**config.mk**
```make
export PLATFORM = sky130hd
export DESIGN_NAME = qsgmii_pcs_tx_mux
export DESIGN_NICKNAME = d
export VERILOG_FILES = /design/src/rtl/qsgmii_pcs_pkg.sv /design/src/rtl/qsgmii_pcs_tx_lane_sub.sv /design/src/rtl/qsgmii_pcs_tx_mux.sv
export SDC_FILE = /design/constraint.sdc
export NUM_CORES = 1
export LEC_CHECK = 0
export ABC_AREA = 1
export CAP_MARGIN = 20
export CORE_MARGIN = 8
export CORE_UTILIZATION = 40
export CTS_BUF_LIST = sky130_fd_sc_hd__clkbuf_8
export CTS_CLUSTER_SIZE = 20
export DETAILED_ROUTE_END_ITERATION = 10
export GPL_ROUTABILITY_DRIVEN = 0
export MAX_ROUTING_LAYER = met4
export PLACE_DENSITY = 0.67
export SYNTH_ARGS = -nofsm -noshare
export SYNTH_HDL_FRONTEND = slang
export SYNTH_SLANG_ARGS = --single-unit
```
**constraint.sdc**
```tcl
create_clock -name clk -period 4.2 [get_ports clk]
set_input_delay 0.63 -clock clk [delete_from_list [all_inputs] [get_ports clk]]
set_output_delay 0.63 -clock clk [all_outputs]
set_load 0.02 [all_outputs]
```
**src/rtl/qsgmii_pcs_pkg.sv**
```systemverilog
// Shared definitions for the QSGMII PCS transmit path: code-group constants,
// the legal K-symbol set, FSM state type and the per-lane symbol record.
package qsgmii_pcs_pkg;

    localparam int NUM_LANES = 4;

    localparam logic [7:0] K28_1 = 8'h3C;
    localparam logic [7:0] K28_5 = 8'hBC;
    localparam logic [7:0] D16_2 = 8'h50;
    localparam logic [7:0] K30_7 = 8'hFE;

    // Only these bytes are legal with k=1; anything else is replaced by K30_7.
    localparam logic [11:0][7:0] VALID_K = {
        8'h1C, 8'h3C, 8'h5C, 8'h7C, 8'h9C, 8'hBC,
        8'hDC, 8'hFC, 8'hF7, 8'hFB, 8'hFD, 8'hFE
    };

    // /I2/ halves as full 4-lane words: lane 0 carries K28.1, lanes 1-3 K28.5.
    localparam logic [31:0] IDLE_K_TXD = {K28_5, K28_5, K28_5, K28_1};
    localparam logic [31:0] IDLE_D_TXD = {D16_2, D16_2, D16_2, D16_2};

    typedef enum logic {
        INIT = 1'b0,
        RUN  = 1'b1
    } tx_state_t;

    typedef struct packed {
        logic [7:0] d;
        logic       k;
    } pcs_sym_t;

    function automatic logic is_valid_k(input logic [7:0] b);
        logic hit;
        hit = 1'b0;
        for (int i = 0; i < 12; i++) begin
            if (b == VALID_K[i]) hit = 1'b1;
        end
        return hit;
    endfunction

endpackage

```
**src/rtl/qsgmii_pcs_tx_lane_sub.sv**
```systemverilog
// One QSGMII lane: validates K symbols and applies the comma rule
// (K28.1 on lane 0, K28.5 elsewhere). Purely combinational.
module qsgmii_pcs_tx_lane_sub
    import qsgmii_pcs_pkg::*;
#(
    parameter bit IS_LANE0 = 1'b0
) (
    input  pcs_sym_t sym_in,
    output pcs_sym_t sym_out,
    output logic     k_err
);

    // Data bytes pass untouched; only k=1 bytes are policed or rewritten.
    always_comb begin
        sym_out = sym_in;
        k_err   = 1'b0;
        if (sym_in.k) begin
            if (!is_valid_k(sym_in.d)) begin
                sym_out.d = K30_7;
                k_err     = 1'b1;
            end else if (IS_LANE0 && sym_in.d == K28_5) begin
                sym_out.d = K28_1;
            end else if (!IS_LANE0 && sym_in.d == K28_1) begin
                sym_out.d = K28_5;
            end
        end
    end

endmodule

```
**src/rtl/qsgmii_pcs_tx_mux.sv**
```systemverilog
// QSGMII PCS TX mux: four SGMII 8b/K streams -> one 4-lane word for the
// 8b/10b encoder. Startup /I2/ idle run, then a 2-stage pipeline
// (input register, substitution + lane mux into output register).
// Optional per-lane invalid-K counters: define QSGMII_TX_ERR_CNT_EN.
module qsgmii_pcs_tx_mux
    import qsgmii_pcs_pkg::*;
#(
    parameter int INIT_IDLE_CYC = 16,
    parameter int PIPE_STAGES   = 2
) (
    input  logic        clk,
    input  logic        rst,
    input  logic [7:0]  p0_pcs_txd_in,
    input  logic        p0_pcs_txk_in,
    input  logic [7:0]  p1_pcs_txd_in,
    input  logic        p1_pcs_txk_in,
    input  logic [7:0]  p2_pcs_txd_in,
    input  logic        p2_pcs_txk_in,
    input  logic [7:0]  p3_pcs_txd_in,
    input  logic        p3_pcs_txk_in,
    output logic [31:0] pcs_txd,
    output logic [3:0]  pcs_txk,
    output logic        tx_ready
`ifdef QSGMII_TX_ERR_CNT_EN
    ,
    output logic [15:0] p0_err_cnt,
    output logic [15:0] p1_err_cnt,
    output logic [15:0] p2_err_cnt,
    output logic [15:0] p3_err_cnt
`endif
);

    localparam int              CNT_W    = $clog2(INIT_IDLE_CYC + 1);
    localparam logic [CNT_W-1:0] CNT_MAX  = CNT_W'(INIT_IDLE_CYC);
    localparam logic [CNT_W-1:0] CNT_LAST = CNT_W'(INIT_IDLE_CYC - 1);

    tx_state_t  state, state_nxt;
    logic [CNT_W-1:0] idle_cnt, idle_cnt_nxt;
    logic       phase_d;   // output currently shows the D half of /I2/

    logic [PIPE_STAGES-1:0]          vld_pipe;
    pcs_sym_t [NUM_LANES-1:0]        s1_sym;
    pcs_sym_t [NUM_LANES-1:0]        s2_sym;
    logic     [NUM_LANES-1:0]        k_err;

    assign tx_ready = (state == RUN);

    // FSM and startup idle counter registers.
    always_ff @(posedge clk or posedge rst) begin
        if (rst) begin
            state    <= INIT;
            idle_cnt <= '0;
        end else begin
            state    <= state_nxt;
            idle_cnt <= idle_cnt_nxt;
        end
    end

    // Leave INIT only once enough idles are out and this cycle closes an /I2/ pair.
    always_comb begin
        state_nxt    = state;
        idle_cnt_nxt = idle_cnt;
        if (state == INIT) begin
            if (idle_cnt != CNT_MAX) idle_cnt_nxt = idle_cnt + CNT_W'(1);
            if (idle_cnt >= CNT_LAST && phase_d) state_nxt = RUN;
        end
    end

    // Stage 1: capture all ports; the valid bit marks words taken in RUN.
    always_ff @(posedge clk or posedge rst) begin
        if (rst) begin
            s1_sym   <= '0;
            vld_pipe <= '0;
        end else begin
            s1_sym[0] <= '{d: p0_pcs_txd_in, k: p0_pcs_txk_in};
            s1_sym[1] <= '{d: p1_pcs_txd_in, k: p1_pcs_txk_in};
            s1_sym[2] <= '{d: p2_pcs_txd_in, k: p2_pcs_txk_in};
            s1_sym[3] <= '{d: p3_pcs_txd_in, k: p3_pcs_txk_in};
            vld_pipe  <= {vld_pipe[PIPE_STAGES-2:0], (state == RUN)};
        end
    end

    for (genvar i = 0; i < NUM_LANES; i++) begin : g_lane
        qsgmii_pcs_tx_lane_sub #(
            .IS_LANE0 (i == 0)
        ) u_lane (
            .sym_in  (s1_sym[i]),
            .sym_out (s2_sym[i]),
            .k_err   (k_err[i])
        );
    end

    // Stage 2: user data once stage 1 is valid, otherwise keep alternating /I2/.
    // That fill covers the pipeline gap after tx_ready rises without a bubble.
    always_ff @(posedge clk or posedge rst) begin
        if (rst) begin
            pcs_txd <= IDLE_K_TXD;
            pcs_txk <= 4'hF;
            phase_d <= 1'b0;
        end else begin
            if (vld_pipe[0]) begin
                for (int i = 0; i < NUM_LANES; i++) begin
                    pcs_txd[8*i +: 8] <= s2_sym[i].d;
                    pcs_txk[i]        <= s2_sym[i].k;
                end
            end else if (phase_d) begin
                pcs_txd <= IDLE_K_TXD;
                pcs_txk <= 4'hF;
            end else begin
                pcs_txd <= IDLE_D_TXD;
                pcs_txk <= 4'h0;
            end
            // Phase is only meaningful while idles can still be emitted.
            if (!vld_pipe[PIPE_STAGES-1]) phase_d <= ~phase_d;
        end
    end

`ifdef QSGMII_TX_ERR_CNT_EN
    logic [NUM_LANES-1:0][15:0] err_cnt;

    // Saturating invalid-K counters, updated on the edge the FE reaches pcs_txd.
    always_ff @(posedge clk or posedge rst) begin
        if (rst) begin
            err_cnt <= '0;
        end else begin
            for (int i = 0; i < NUM_LANES; i++) begin
                if (vld_pipe[0] && k_err[i] && err_cnt[i] != 16'hFFFF)
                    err_cnt[i] <= err_cnt[i] + 16'd1;
            end
        end
    end

    assign p0_err_cnt = err_cnt[0];
    assign p1_err_cnt = err_cnt[1];
    assign p2_err_cnt = err_cnt[2];
    assign p3_err_cnt = err_cnt[3];
`else
    logic unused_k_err;
    assign unused_k_err = ^k_err;
`endif

endmodule

```
Yosys cells after proc, flatten, opt, wreduce, memory -nomap -nowiden:

Index checks and enable logic that the tools add are counted.

* output and inout bits: 37
* bits in read-only memories: 0
* memories: 0
* bits in writable memories: 0
* register bits: 81
* logic and storage cells: 139
* latch bits: 0

* shifts and indexed selects: 0
* add/sub/neg operators: 1
* multipliers: 0
* muxes and demuxes: 70
* div/mod/pow operators: 0
* reduce and logical (&&, ||, !) cells: 2
* bitwise logic cells: 2
* eq/ne operators: 49
* magnitude comparators: 1

Operator list (count)
* $eq 8x8->1 const B: 32
* $mux 8: 12
* $eq 8x7->1 const B: 8
* $mux 32: 2
* $mux 1: 54
* $eq 8x5->1 const B: 4
* $eq 8x6->1 const B: 4
* $mux 4: 2
* $add 5x1->5 const B: 1
* $ge 5x4->1 const B: 1
* $ne 5x5->1 const B: 1
* $not 1->1: 2
* $reduce_and 2->1: 1
* $logic_and 1x1->1: 1

Longest topological paths before layout:

Gate-level depths: netlist (run 1).

* word-level depth: 17
* mapped depth: 10
* depth with buffers taken out: 10

Cells and area by module:

A second synthesis (run 1) with hierarchy kept.

* cells, all modules: 377
* area total of the unflattened synthesis: 3410.8 µm²

By module, submodules not included
* qsgmii_pcs_tx_mux: seq. area each 2055.7 µm², cells each 203, instances 1, area an instance 2606.2 µm²
* qsgmii_pcs_tx_lane_sub at g_lane[1].u_lane ...: seq. area each 0.0 µm², cells each 46, instances 3, area an instance 211.5 µm²
* qsgmii_pcs_tx_lane_sub at g_lane[0].u_lane: seq. area each 0.0 µm², cells each 36, instances 1, area an instance 170.2 µm²

Least setup slack after synthesis (run 1):

Ideal clock, no wire load.

* kind: register to register
* start: reg idle_cnt[0]
* end: reg idle_cnt[2]
* arrival: 1107 ps
* path slack: 2967 ps
* period minus slack after synthesis: 1233 ps
* cell stages (with the launch flop): 7
* cells stage by stage: dfrtp_1 inv_1 ha_1 nand3_1 o21ai_2 nor2_1 xor2_1

* longest elaborated chain between the ends: 2
* elaborated cells between the ends (all ways): 3
* classes of those cells: add/sub (1); eq/ne (1); reduce/logical (1)

RTL lines
* start: declaration: line qsgmii_pcs_tx_mux.sv:38 `logic [CNT_W-1:0] idle_cnt, idle_cnt_nxt;`
* start signal: assignment: line qsgmii_pcs_tx_mux.sv:55 `idle_cnt <= idle_cnt_nxt;`
* branches (longest 2 deep; another with $add 5x1->5)

Several ways; the timed one is not identified.
A chain may end at the register's enable or synchronous reset.

Worst setup path in the final report (run 1):

* start: reg pcs_txd[18]
* end: out pcs_txd[18]

RTL lines
* start: declaration: line qsgmii_pcs_tx_mux.sv:21 `output logic [31:0] pcs_txd,`
* start signal: indexed assignment: line qsgmii_pcs_tx_mux.sv:103 `pcs_txd[8*i +: 8] <= s2_sym[i].d;`

No word-level cell between the ends.

==> results.toml, run 1 <==
[run_status]
status = "completed"

[floorplanning]
initial_core_util_pct = 40.93
die_area_mm2 = 0.01096
row_count = 32
dieWidth_um = 104.7
core_mm2 = 0.007687
die_h_um = 104.7
io_pins = 75

[setup_path]
endpoint_kind = "output pin"
cpPeakStageDelay_ns = 0.61
worstPathCellList = "clkdlybuf4s50_1"
critPathKind = "reg -> out"
worstPathArrival_ns = 1.47
crit_buf_inv = 1
path_delay_family = "buffers and inverters"
cp-start-kind = "flop"
required_ns = 3.57
critPathMaxFanout = 1
slowest_stage = "clkdlybuf4s50_1"

[detailed_routing]
detail_route.iter0.violations = 58
drc = 0
firstDrtPassIters = 4
viasPerCell = 4.567
drt_wl_total_um = 6439
vias = 2311
drt.antenna.violating_nets = 0
routedWlPerCell_um = 12.73

[sta]
timing.slew.headroom_pct = 51.62
min_period_ns = 2.102
fin_skew_ns = 0.007942
worst_slew_pin_slew_ns = 0.7257
setup_viol = 0
fin_tns_setup_ns = 0
rsz0062_at_grt = "false"
fmax_ghz = 0.4758
finalCritPeriodShare_pct = 50.04
slew_violations = 0
finalHoldViolCount = 0

[yosys]
synth_top_area_share_pct = 46.12
yosysTopAreaCell = "dfrtp_1"
yosysSeqAreaShare_pct = 65.33
syn_nets = 357
yosysMostFrequentCell = "nand2_1"
synth.ff_latch_count = 81
syn_inst = 316
ys.warnings.count = 0
synth_area_leaders = "dfrtp_1 (46%), dfstp_2 (19%), nand2_1 (7.0%)"
synth_commonest_cells = "nand2_1 (59), dfrtp_1 (58), inv_1 (50)"
synth_cell_types = 28
synth.cell_area_mm2 = 0.003147
ys_async_sr_fraction_pct = 100.0
syn_avg_cell_area_um2 = 9.958
synth_edf_count = 0
synth_ff_type = "dfrtp_1"

[power_and_ir_drop]
irDropWorstVdd_mv = 0.1470
power.leakage_nw = 2.037
power.density_mw_per_mm2 = 386.0

[run]
max_cap_violations = 0

[placement]
port_buffers = 74
dp_cells = 490
dpl.hpwl_um = 4812

[clock_tree]
cts_sinks = 81
clk_latency_ns = 0.35
cts-root-buf = "clkbuf_8"
post_cts_buffers = 0
ctsResizeCount = 0
cts_tree = "built"
clock_path_buffers = 2
cts_max_level = 3
cts.clk_slew.worst_paths_ns = 0.08
cts_buffers = 9
cts_hold_buf = 0

[global_routing]
grt_pass1_vias = 2379
grt_pass1_wl_um = 10960
grt_max_degree = 44
antenna_found_initial = 0
track_usage_pct = 12.86
grt-ovfl-total = 0

[finish]
nFillCells = 703
nets = 440
drive_gt1_share_pct = 13.86
area_delta_synth_final_pct = 34.71
finalNonFillerCells = 506
antenna_cells = 0

[min_path]
hp-class = "reg -> reg"
==> area by class of cell <==
type                       instances  area [um2]  share of cell area, %
sequential                        81        2056                  48.49
multi-input combinational        177       863.3                  20.37
timing repair buffer              76       768.2                  18.12
inverter                          54       203.9                  4.811
clock buffer                      10       137.6                  3.247
tap                              102       127.6                  3.011
clock inverter                     6       82.58                  1.948
==> state kept, by name, indices dropped and copies added (netlist names) <==
name      flops
idle_cnt      5
pcs_txd      32
pcs_txk       4
phase_d       1
s1_sym       36
tx_ready      1
vld_pipe      2
==> per-layer routing <==
| metal | routed length (um) | vias to the layer above | GRT usage [%] |
|---|---|---|---|
| li1 | - | 1141 | - |
| met3 | 367 | 11 | 4.668 |
| met5 | 0 | - | - |
| met2 | 3376 | 64 | 21.49 |
| met1 | 2581 | 1095 | 13.32 |
| met4 | 114 | 0 | 5.912 |
==> where the power goes <==
part | internal (mW) | total [mW] | leakage, nW | switching [mW]
sequential | 0.827 | 0.848 | 0.911 | 0.0209
combinational | 0.0880 | 0.178 | 1.01 | 0.0903
clock | 0.348 | 0.610 | 0.117 | 0.262
==> through the flow <==
stage                     util (%)  hold WS (ns)  setup WS (ns)  power, mW  instance area, um2
after floorplan                  -        0.3745          1.528     0.9471                3147
after global placement       52.02        0.4236          2.082      1.038                3999
after detailed placement     52.28        0.4386          2.160      1.044                4019
after CTS                    55.14        0.4471          2.071      1.656                4239
after global routing         55.14        0.4722          1.981      1.712                4239
final                        55.14        0.4345          2.098      1.636                4239
==> placed cells by master (no fill, tap or decap) <==
cell / count
a21oi_1: 17
a21oi_2: 1
and2_1: 2
buf_12: 1
buf_4: 1
bufinv_16: 2
clkbuf_8: 10
clkdlybuf4s50_1: 74
clkinv_2: 3
clkinv_4: 1
dfrtp_1: 58
dfstp_2: 23
ha_1: 3
inv_1: 50
inv_2: 4
mux2i_1: 1
nand2_1: 59
nand2_2: 2
nand2_4: 2
nand3_1: 16
nand3_2: 2
nand4_1: 6
nor2_1: 34
nor2_2: 3
nor3_1: 5
o21ai_0: 14
o21ai_1: 2
o21ai_2: 1
o31ai_1: 1
or2_1: 2
xnor2_1: 1
xor2_1: 3
==> final timing paths <==
path,startpoint,end,slack (ns),depth (start not counted)
max,pcs_txd[18],pcs_txd[18],2.10,1
min,vld_pipe[1],phase_d,0.43,1
max reg2reg,vld_pipe[0],pcs_txd[14],2.16,4
min reg2reg,vld_pipe[1],phase_d,0.43,1
max in group asynchronous,rst,pcs_txd[27],2.75,4
min in group asynchronous,rst,s1_sym[4],0.58,2
==> cell families after synthesis <==
group,share of synthesized area (%)
buffers and inverters,7.236
and+or+nand+nor,18.77
xor gates and xnor gates,1.114
AOI/OAI and AO/OA,6.044
adders and majority gates,1.193
DFF,65.33
muxes,0.3181
No activity file was read; power rests on OpenSTA's default activity.
==> inputs of run 2 (changes only) <==
- PLACE_DENSITY: 0.67 -> 0.69
- clock period: 4.2 -> 1.7 ns (I/O delays scaled with it)
==> run 2 against run 1 <==
  * Die area stayed put
  * Worst hold slack worse by 0.090 ns
  * Clock skew is essentially flat
  * Clock power grew 130%
  * Register-to-register slack lost 1.8 ns
  * Cell count grew 0.79%
  * Critical path depth unchanged
  * Count of clock-buffer cells in the layout increased by 2
  * Combinational power increased by 130%
  * Power rose by 140%
  * Global-route usage increased by 0.23 points
  * Non-clock buffer count increased by 4
  * Highest routed layer unchanged
==> results.toml, run 2 (synthesis gave the netlist of run 1 again) <==
[min_path]
hp-class = "in -> reg"

[floorplanning]
die_area_mm2 = 0.01096
initial_core_util_pct = 40.93
io_pins = 75
core_mm2 = 0.007687
row_count = 32
dieWidth_um = 104.7
die_h_um = 104.7

[detailed_routing]
viasPerCell = 4.451
routedWlPerCell_um = 12.45
drt_wl_total_um = 6348
drc = 0
detail_route.iter0.violations = 62
firstDrtPassIters = 4
vias = 2270
drt.antenna.violating_nets = 0

[sta]
slew_violations = 0
timing.slew.headroom_pct = 73.43
finalHoldViolCount = 0
setup_viol = 0
finalCritPeriodShare_pct = 94.74
rsz0062_at_grt = "false"
min_period_ns = 1.611
fin_tns_setup_ns = 0
fmax_ghz = 0.6209
worst_slew_pin_slew_ns = 0.3985
whs_ns = 0.3447
fin_skew_ns = 0.007472
timing.final.ws_setup_ns = 0.08939

[run_status]
status = "completed"

[clock_tree]
post_cts_buffers = 0
cts_tree = "built"
cts_hold_buf = 0
cts-root-buf = "clkbuf_8"
clk_latency_ns = 0.34
ctsResizeCount = 23
clock_path_buffers = 2
cts_max_level = 3
cts_buffers = 9
cts_sinks = 81
cts.clk_slew.worst_paths_ns = 0.08

[global_routing]
antenna_found_initial = 0
track_usage_pct = 13.09
grt_pass1_vias = 2421
grt_pass1_wl_um = 11150
grt-ovfl-total = 0
grt_max_degree = 82

[setup_path]
slowest_stage = "clkdlybuf4s50_1"
endpoint_kind = "output pin"
crit_buf_inv = 1
critPathMaxFanout = 3
cp-start-kind = "flop"
required_ns = 1.44
worstPathArrival_ns = 1.36
cpPeakStageDelay_ns = 0.63
critPathKind = "reg -> out"
path_delay_family = "buffers and inverters"
worstPathCellList = "clkdlybuf4s50_1"

[power_and_ir_drop]
power.leakage_nw = 2.042
p_clk_share_pct = 36.4
irDropWorstVdd_mv = 0.5011
combinationalPowerShare_pct = 10.6
p_int_mw = 3.032
p_total_mw = 3.941
sw_frac_of_total_pct = 23.08
p_sw_uw = 909.6
power_frac_seq_pct = 53.1
power.density_mw_per_mm2 = 930.0

[finish]
finalNonFillerCells = 510
area_delta_synth_final_pct = 34.67
fin_area_mm2 = 0.004238
layout_commonest_cell = "nand2_1"
largest_reg_flops = 36
reg_top3 = "s1_sym x36, pcs_txd x32, idle_cnt x5"
fin_util_pct = 55.13
mostFrequentLayoutCells = "nand2_1 (59), dfrtp_1 (58), clkdlybuf4s50_1 (51)"
nFillCells = 701
nets = 444
regMostFlops = "s1_sym"
drive_gt1_share_pct = 14.95
antenna_cells = 0

[placement]
dp_cells = 494
dpl_worst_slack_ns = 0.3349
dpl.hpwl_um = 4779
port_buffers = 74
place_area_mm2 = 0.004051

[run]
max_cap_violations = 0
run 2: changes by cell type in the layout (fill, tap and decap cells not counted), moves of 2 or more:
cell	before	now
clkdlybuf4s50_1	74	51
clkbuf_8	10	12
clkinvlp_4	0	3
buf_4	1	5
clkinv_2	3	1
dlygate4sd2_1	0	23
run 2: final cells by class:
cell class	count	area [um2]	share of cell area, %
timing repair buffer	80	769.5	18.16
tap	102	127.6	3.012
clock inverter	4	50.05	1.181
multi-input combinational	177	863.3	20.37
sequential	81	2056	48.51
clock buffer	12	165.2	3.897
inverter	54	206.4	4.872
run 2: final timing paths:
path,from,to,slack (ns),cells past startpoint
worst min register to register,tx_ready,vld_pipe[0],0.44,0
worst max register to register,idle_cnt[0],idle_cnt[2],0.35,6
min in group asynchronous,rst,s1_sym[23],0.36,3
max in group asynchronous,rst,pcs_txd[10],0.98,3
worst max-delay path,tx_ready,tx_ready,0.09,1
worst min-delay path,p2_pcs_txd_in[2],s1_sym[21],0.34,1
run 2: routing by layer:
| metal | global-route usage, % | vias to the layer above | routed length [um] |
|---|---|---|---|
| li1 | - | 1152 | - |
| met2 | 22.40 | 52 | 3372 |
| met5 | - | - | 0 |
| met1 | 13.85 | 1056 | 2581 |
| met4 | 5.810 | 0 | 104 |
| met3 | 3.686 | 10 | 290 |
run 2: worst register-to-register path, cell delays in order, from the launching register on:
cell,delay (ns)
dfrtp_1,0.40
inv_1,0.09
ha_1,0.16
nand3_1,0.09
o21ai_2,0.27
nor2_1,0.09
xor2_1,0.15
run 2: power by group through the flow:
| stage | clock [mW] | combinational, mW | sequential [mW] |
|---|---|---|---|
| floorplan | 0 | 0.151 | 2.19 |
| global placement | 0 | 0.440 | 2.13 |
| detailed placement | 0 | 0.447 | 2.13 |
| CTS | 1.49 | 0.426 | 2.09 |
| global route | 1.59 | 0.466 | 2.10 |
| finish | 1.43 | 0.416 | 2.09 |
==> inputs of run 3 (changes only) <==
- CTS_BUF_LIST: sky130_fd_sc_hd__clkbuf_8 -> unset
- SKIP_LAST_GASP: unset -> 1
==> results of run 3 <==
The final DEF is identical to that of run 2; final timing and power are the same.
==> edit (settings of run 3) <==
Build with the macro `QSGMII_TX_ERR_CNT_EN` defined.
--- a/src/rtl/qsgmii_pcs_tx_mux.sv
+++ b/src/rtl/qsgmii_pcs_tx_mux.sv
@@ -2,6 +2,8 @@
 // 8b/10b encoder. Startup /I2/ idle run, then a 2-stage pipeline
 // (input register, substitution + lane mux into output register).
 // Optional per-lane invalid-K counters: define QSGMII_TX_ERR_CNT_EN.
+`define QSGMII_TX_ERR_CNT_EN
+
 module qsgmii_pcs_tx_mux
     import qsgmii_pcs_pkg::*;
 #(
Function (old outputs only; new: p0_err_cnt, p1_err_cnt, p2_err_cnt and p3_err_cnt): kept (Yosys induction, for registers that start in step).
==> edit against run 3 <==
  * Setup slack got worse by 0.048 ns
  * Synthesized cell count increased to 2.6 times the old value
  * Sequential cell count increased by 64
  * Total power increased by 150%
  * Combinational power increased to 4.5 times the old value
  * Cell area increased by 120%
  * Routed wire length increased to 2.7 times the old value
  * Area after synthesis increased by 120%
==> edit: results <==
{
  "slew_headroom_pct": 73.2,
  "synth_area_leaders": "dfrtp_1 44%, nand2_1 15%, dfstp_2 8.7%, nor2_1 4.5%, nand3_1 4.0%",
  "top_regs": "s1_sym (36), pcs_txd (32)",
  "r2r-start": "p3_err_cnt[1]$_DFFE_PP0P_",
  "portBuffers": 138,
  "crit_end": "pcs_txd[6]",
  "clock_latency_ns": 0.42,
  "reg2reg_depth": 9,
  "dpl_cell_area_sq_um": 8740,
  "drc": 0,
  "synth_common_cells": "285 x nand2_1, 122 x dfrtp_1, 83 x nor2_1",
  "clockRootBuffer": "clkbuf_16",
  "irDropWorstVdd_mv": 0.729,
  "setup.worst_path.start": "pcs_txd[6]$_DFF_PP0_",
  "clock.fmax_mhz": 603,
  "drtPass1Iterations": 5,
  "min_path_type": "in -> async",
  "htreeDepth": 4,
  "status": "completed",
  "place_ws_ns": 0.0830,
  "grt_usage_pct": 16.8,
  "syn_avg_cell_area_sq_um": 8.62,
  "grt_max_degree": 55,
  "hpwl_microns": 12600,
  "grt_pass1_wl_microns": 28800,
  "ys_types": 35,
  "drtIter0Drc": 244,
  "drive_above_1_share_pct": 13.2,
  "cp_max_fo": 1,
  "yosys_warnings": 0,
  "dp.cells": 1182,
  "clock_skew_ns": 0.00585,
  "clk_pin_slew_ns": 0.06,
  "r2r_slack_ns": 0.09,
  "grt_pass1_vias": 5874,
  "numCtsBuffers": 17,
  "final_nets": 1029,
  "leakage_uw": 0.00458,
  "ys_seq_area_share_pct": 52.5,
  "synthesis.nets": 853,
  "reg2reg_to": "p3_err_cnt[8]$_DFFE_PP0P_",
  "wirelength_microns": 17400,
  "final_cells": 1222
}
-- edit: cell count changes in the layout (fill, tap and decap cells not counted), sizes merged, moves of 24 or more --
cell	before	now
xnor2	1	30
dlygate4sd2	23	89
nand2	63	299
nor2	37	91
dfrtp	58	122
buf	6	30
nand3	18	62
-- edit: per-layer routing --
metal | GRT usage (%) | wire [microns]
met5 | - | 0
met4 | 6.22 | 302
met3 | 4.04 | 778
met2 | 26.8 | 8500
met1 | 20.4 | 7860
-- edit: worst min-delay path by stage --
stage                            endpoint  depth (start not counted)
floorplan             s1_sym[0]$_DFF_PP0_                          0
global placement    vld_pipe[0]$_DFF_PP0_                          0
detailed placement  vld_pipe[0]$_DFF_PP0_                          0
CTS                    tx_ready$_DFF_PP0_                          2
global route           tx_ready$_DFF_PP0_                          2
finish                 tx_ready$_DFF_PP0_                          2
-- edit: kinds of logic after synthesis --
logic type | count (synthesis) | synth area share [%]
simple gates | 490 | 31.6
flops | 145 | 52.5
buf+inv | 76 | 5.05
xor+xnor | 56 | 7.04
compound gates | 34 | 2.59
fa+ha+maj | 7 | 1.26
-- edit: timing repair --
item | CTS | global route
endpoints found under the setup margin | 89 | 38
resized for setup | 89 | 12
hold endpoints to repair | 0 | 0
pin swaps | 0 | 6
hold buffers | 0 | 0
cloned | 0 | 2
setup buffers | 0 | 6
-- edit: layout make-up --
type / instances / area, sq um
multi-input combinational: 588 / 3000
sequential: 145 / 3660
inverter: 63 / 245
clock inverter: 10 / 135
timing repair inverter: 1 / 7.51
fill: 1590 / 7830
timing repair buffer: 168 / 1560
tap: 225 / 282
clock buffer: 22 / 464
-- edit: where the power goes --
group          internal [uW]  switching (uW)  total, uW
clock                   2380            1410       3790
sequential              3780             357       4130
combinational            813            1080       1890
